`src/rtl/audio_pkg.sv`:
```
// Shared audio output types: sample format, midscale constant and the
// signed-to-offset-binary conversion used by the PWM output channels.
package audio_pkg;

    localparam int unsigned SAMPLE_WIDTH = 8;

    typedef logic signed [SAMPLE_WIDTH-1:0] sample_t;

    localparam logic [SAMPLE_WIDTH-1:0] MIDSCALE = {1'b1, {(SAMPLE_WIDTH-1){1'b0}}};

    // Attenuate by an arithmetic shift, then flip the sign bit to get offset binary.
    function automatic logic [SAMPLE_WIDTH-1:0] to_offset_bin(sample_t s, logic [1:0] sh);
        sample_t a;
        a = s >>> sh;
        return {~a[SAMPLE_WIDTH-1], a[SAMPLE_WIDTH-2:0]};
    endfunction

endpackage

```
`src/rtl/pwm_gen.sv`:
```
// Free-running PWM generator: period counter, boundary detect, registered
// compare output and a per-period tick aligned with cnt == 0.
module pwm_gen #(
    parameter int unsigned Width = 8
) (
    input  logic             clk,
    input  logic             rst,
    input  logic [Width-1:0] duty_i,
    output logic             boundary_o,
    output logic             pwm_o,
    output logic             tick_o
);

    logic [Width-1:0] cnt_q;
    logic             pwm_q;
    logic             tick_q;

    assign boundary_o = (cnt_q == {Width{1'b1}});

    always_ff @(posedge clk) begin
        if (rst) begin
            cnt_q  <= '0;
            pwm_q  <= 1'b0;
            tick_q <= 1'b0;
        end else begin
            cnt_q  <= cnt_q + 1'b1;
            pwm_q  <= (cnt_q < duty_i);
            tick_q <= boundary_o;
        end
    end

    assign pwm_o  = pwm_q;
    assign tick_o = tick_q;

endmodule

```
`src/rtl/audio_pwm_out.sv`:
```
// Audio PWM output stage: double-buffers effect samples, applies volume and
// mute at period boundaries, and reports overrun/underrun as sticky flags.
module audio_pwm_out
    import audio_pkg::*;
#(
    parameter int unsigned DATA_WIDTH = SAMPLE_WIDTH
) (
    input  logic                  clk,
    input  logic                  rst,
    input  logic                  en,
    input  logic [1:0]            vol,
    input  logic [DATA_WIDTH-1:0] data_i,
    input  logic                  vld_i,
    input  logic                  clr_i,
    output logic                  pwm_o,
    output logic                  tick_o,
    output logic                  ovr_o,
    output logic                  udr_o
);

    sample_t               pend_q, pend_d;
    logic                  pend_vld_q, pend_vld_d;
    logic                  started_q, started_d;
    logic [DATA_WIDTH-1:0] duty_q, duty_d;
    logic                  ovr_q, ovr_d;
    logic                  udr_q, udr_d;
    logic                  ovr_set, udr_set;
    logic                  boundary;

    pwm_gen #(
        .Width (DATA_WIDTH)
    ) u_pwm_gen (
        .clk        (clk),
        .rst        (rst),
        .duty_i     (duty_q),
        .boundary_o (boundary),
        .pwm_o      (pwm_o),
        .tick_o     (tick_o)
    );

    always_comb begin
        pend_d     = pend_q;
        pend_vld_d = pend_vld_q;
        started_d  = started_q;
        duty_d     = duty_q;
        ovr_set    = 1'b0;
        udr_set    = 1'b0;

        // Load uses the pre-edge pend so a coincident strobe is kept for the next period.
        if (boundary) begin
            if (pend_vld_q) begin
                duty_d     = to_offset_bin(pend_q, vol);
                pend_vld_d = 1'b0;
            end else begin
                udr_set = started_q;
            end
            if (!en) begin
                duty_d = MIDSCALE;
            end
        end

        if (vld_i) begin
            ovr_set    = pend_vld_q && !boundary;
            pend_d     = sample_t'(data_i);
            pend_vld_d = 1'b1;
            started_d  = 1'b1;
        end

        // Set takes priority over a simultaneous clear.
        ovr_d = ovr_set | (ovr_q & ~clr_i);
        udr_d = udr_set | (udr_q & ~clr_i);
    end

    always_ff @(posedge clk) begin
        if (rst) begin
            pend_q     <= '0;
            pend_vld_q <= 1'b0;
            started_q  <= 1'b0;
            duty_q     <= MIDSCALE;
            ovr_q      <= 1'b0;
            udr_q      <= 1'b0;
        end else begin
            pend_q     <= pend_d;
            pend_vld_q <= pend_vld_d;
            started_q  <= started_d;
            duty_q     <= duty_d;
            ovr_q      <= ovr_d;
            udr_q      <= udr_d;
        end
    end

    assign ovr_o = ovr_q;
    assign udr_o = udr_q;

endmodule

```
`config.mk`:
```
export PLATFORM = sky130hd
export DESIGN_NAME = audio_pwm_out
export DESIGN_NICKNAME = d
export VERILOG_FILES = /design/src/rtl/audio_pkg.sv /design/src/rtl/pwm_gen.sv /design/src/rtl/audio_pwm_out.sv
export SDC_FILE = /design/constraint.sdc
export NUM_CORES = 1
export LEC_CHECK = 0
export ABC_AREA = 0
export BUFFER_PORTS_ARGS = -buffer_cell sky130_fd_sc_hd__buf_2
export CAP_MARGIN = 25
export CORE_UTILIZATION = 32
export CTS_CLUSTER_SIZE = 8
export DETAILED_ROUTE_END_ITERATION = 6
export PLACE_DENSITY = 0.52
export SLEW_MARGIN = 20
export SYNTH_ARGS = -nofsm -noshare
export SYNTH_HDL_FRONTEND = slang
export SYNTH_SLANG_ARGS = --single-unit
```
`constraint.sdc`:
```
create_clock -name clk -period 2.1 [get_ports clk]
set_clock_uncertainty 0.05 [all_clocks]
set_input_delay 0.42 -clock clk [delete_from_list [all_inputs] [get_ports clk]]
set_output_delay 0.42 -clock clk [all_outputs]
set_load 0.01 [all_outputs]
```
==> impl_metrics.yaml <==
run_status:
  status: "complete, no violations"
layout:
  drive_above_1_share: 0.2169
  antenna_cells: 0
  fin_util: 0.3982
  area_growth_pct: 16.11
  fillers: 426
  layout.nets: 188
cts:
  root_buffer: "clkbuf_8"
  clk_pin_slew_worst_paths_ns: 0.06
  clockBufferDepth: 2
  tritoncts: "done"
  post_cts_resized: 0
  ctsHoldBuffers: 0
  clk_latency_ns: 0.27
  numCtsBuffers: 5
  htree_levels: 2
  cts.sinks: 30
  post_cts.repair.setup_buffers: 0
setup_path:
  critPathMaxFanout: 6
  cpMaxStageDelayCell: "or4_4"
  crit_type: "flop to flop"
  startpoint_type: "flop"
  required_ns: 2.24
  worstPathCellList: "ha_1 > nand3_1 > or4_4 > o32ai_2"
  path_delay_family: "simple AND/OR/NAND/NOR gates"
  crit_buf_inv: 0
  worst_ep_arrival_time_ns: 1.87
  crit_path_max_incr_delay_ns: 0.58
  worst_setup_path_end_kind: "flop"
synth:
  synthTopCellsByArea: "dfxtp_1 (42%), mux2i_1 (7.7%), ha_1 (7.0%), mux2_2 (4.0%), nor2_1 (4.0%)"
  synth.avg_cell_area_um2: 9.803
  async_flop_share: 0
  synth_edf_count: 0
  seq_area_frac_synth: 0.4225
  synth_top_area_cell: "dfxtp_1"
  synthCells: 145
  synth_flop_cell: "dfxtp_1"
  syn_nets: 168
  netlist.area_leader.share: 0.4225
  ys_warn_count: 0
  yosysUniqueCellTypes: 34
  netlist_top_cells_count: "dfxtp_1 (30), nor2_1 (15), inv_1 (11), mux2i_1 (11), ha_1 (8)"
  syn-cell-area_um2: 1421
  yosysMostFrequentCell: "dfxtp_1"
  ys_seq_elements: 30
timing:
  fmax_ghz: 0.5778
  fin_crit_ns: 1.731
  finalWorstSetupSlack_ns: 0.3694
  setup_tns_ns: 0
  setup_viol: 0
  finalHoldWorstSlack_ns: 0.3351
  final-max-slew-violation-count: 0
  finalCritPeriodShare: 0.8241
  hold_viol_final: 0
  slew_headroom: 0.6098
  worst_pin_slew_ns: 0.5821
  grt_setup_unrepaired: "no"
power_and_ir_drop:
  pwr_density_cell_nw_per_um2: 708.9
  p_leak_nw: 0.6697
  ir_worst_vdd_mv: 0.3529
die:
  die-area_um2: 4712
  die_h_um: 68.65
  initial_core_util: 0.3430
  die_x_um: 68.65
  rows: 23
  io_pins: 19
  core_area_um2: 4144
place:
  place_hpwl_mm: 2.029
  io_buffers: 18
  place.gp.congestion: 0.7556
  place_ws_ns: 0.3604
detailed_routing:
  drt_iter0_drc: 25
  wl_mm: 2.746
  route.detailed.drc: 0
  ant_nets: 0
  vias: 1101
  wire_per_inst_um: 12.71
  drt_first_pass_iters: 4
  routed_via_density: 5.097
global_routing:
  antenna_found_initial: 0
  gr-usage-all-layers: 0.1410
  grt_pass1_vias: 1105
  grt_pass1_wl_mm: 4.871
  grt_start_max_net_pins: 21
  grt_overflow: 0
job:
  maxCapViolCount: 0
worst_hold_path:
  hp-class: "input pin to flop"
-- sequential cells by signal, summed over array words and instances (netlist names) --
signal / cells
u_pwm_gen.cnt_q: 8
ovr_o: 1
udr_o: 1
duty_q: 8
pend_q: 8
u_pwm_gen.pwm_o: 1
pend_vld_q: 1
started_q: 1
u_pwm_gen.tick_o: 1
-- cell usage in the layout (no fill, tap or decap), drive strengths merged, types with 2 or more instances in the layout --
| cell type | n |
|---|---|
| mux2i | 11 |
| nor2 | 15 |
| o32ai | 7 |
| nor3 | 2 |
| nand3 | 4 |
| nand2b | 2 |
| a21oi | 6 |
| a211oi | 2 |
| or3 | 4 |
| o211ai | 2 |
| buf | 19 |
| inv | 11 |
| mux2 | 5 |
| nor3b | 2 |
| xor2 | 2 |
| dfxtp | 30 |
| ha | 8 |
| clkbuf | 7 |
| o21ai | 6 |
| nor2b | 4 |
| nand2 | 5 |
-- area by class of cell --
type / count / area (µm²) / area share
clock buffers: 7 / 86.33 / 0.05231
clock inverters: 1 / 5.005 / 0.003033
inverters: 11 / 41.29 / 0.02502
multi-input cells: 98 / 757.0 / 0.4587
flip-flops and latches: 30 / 600.6 / 0.3639
well taps: 50 / 62.56 / 0.03791
repair buffers: 19 / 97.59 / 0.05914
-- per-layer routing --
layer  part of all wire  global-route usage
met5                  0                   0
met4              0.015             0.06250
met3              0.036             0.03125
met2               0.45              0.2304
met1               0.50              0.1764
-- worst min-delay path: stages --
cell,delay (ns)
buf_2,0.08
mux2i_1,0.05
nor2_1,0.07
-- metrics by stage --
stage | cells | cell area (µm²) | total power, mW
floorplan | 145 | 1421 | 0.6858
global placement | 208 | 1559 | 0.7158
detailed placement | 208 | 1559 | 0.7183
CTS | 216 | 1650 | 1.188
global route | 216 | 1650 | 1.230
finish | 216 | 1650 | 1.170
-- worst paths after layout --
| path | slack (ns) | cells past startpoint | end | from |
|---|---|---|---|---|
| max | 0.37 | 4 | duty_q[0] | u_pwm_gen.cnt_q[0] |
| min | 0.34 | 3 | pend_q[7] | data_i[7] |
| max reg2reg | 0.37 | 4 | duty_q[0] | u_pwm_gen.cnt_q[0] |
| min reg2reg | 0.42 | 1 | u_pwm_gen.cnt_q[0] | u_pwm_gen.cnt_q[0] |
-- power by group --
| part | switching [mW] | leakage, nW | internal [mW] |
|---|---|---|---|
| clock network | 0.200 | 0.0482 | 0.264 |
| logic | 0.0505 | 0.376 | 0.0504 |
| registers | 0.0170 | 0.245 | 0.588 |
| total | 0.268 | 0.670 | 0.902 |
-- cells by family after synthesis --
| group | after synthesis | synth area share |
|---|---|---|
| compound gates | 28 | 0.1435 |
| xor+xnor | 3 | 0.01849 |
| fa+ha+maj | 8 | 0.07043 |
| buf+inv | 17 | 0.04489 |
| simple gates | 42 | 0.1672 |
| flops | 30 | 0.4225 |
| mux | 17 | 0.1329 |
Note: power is estimated with default switching activity, not from simulation.
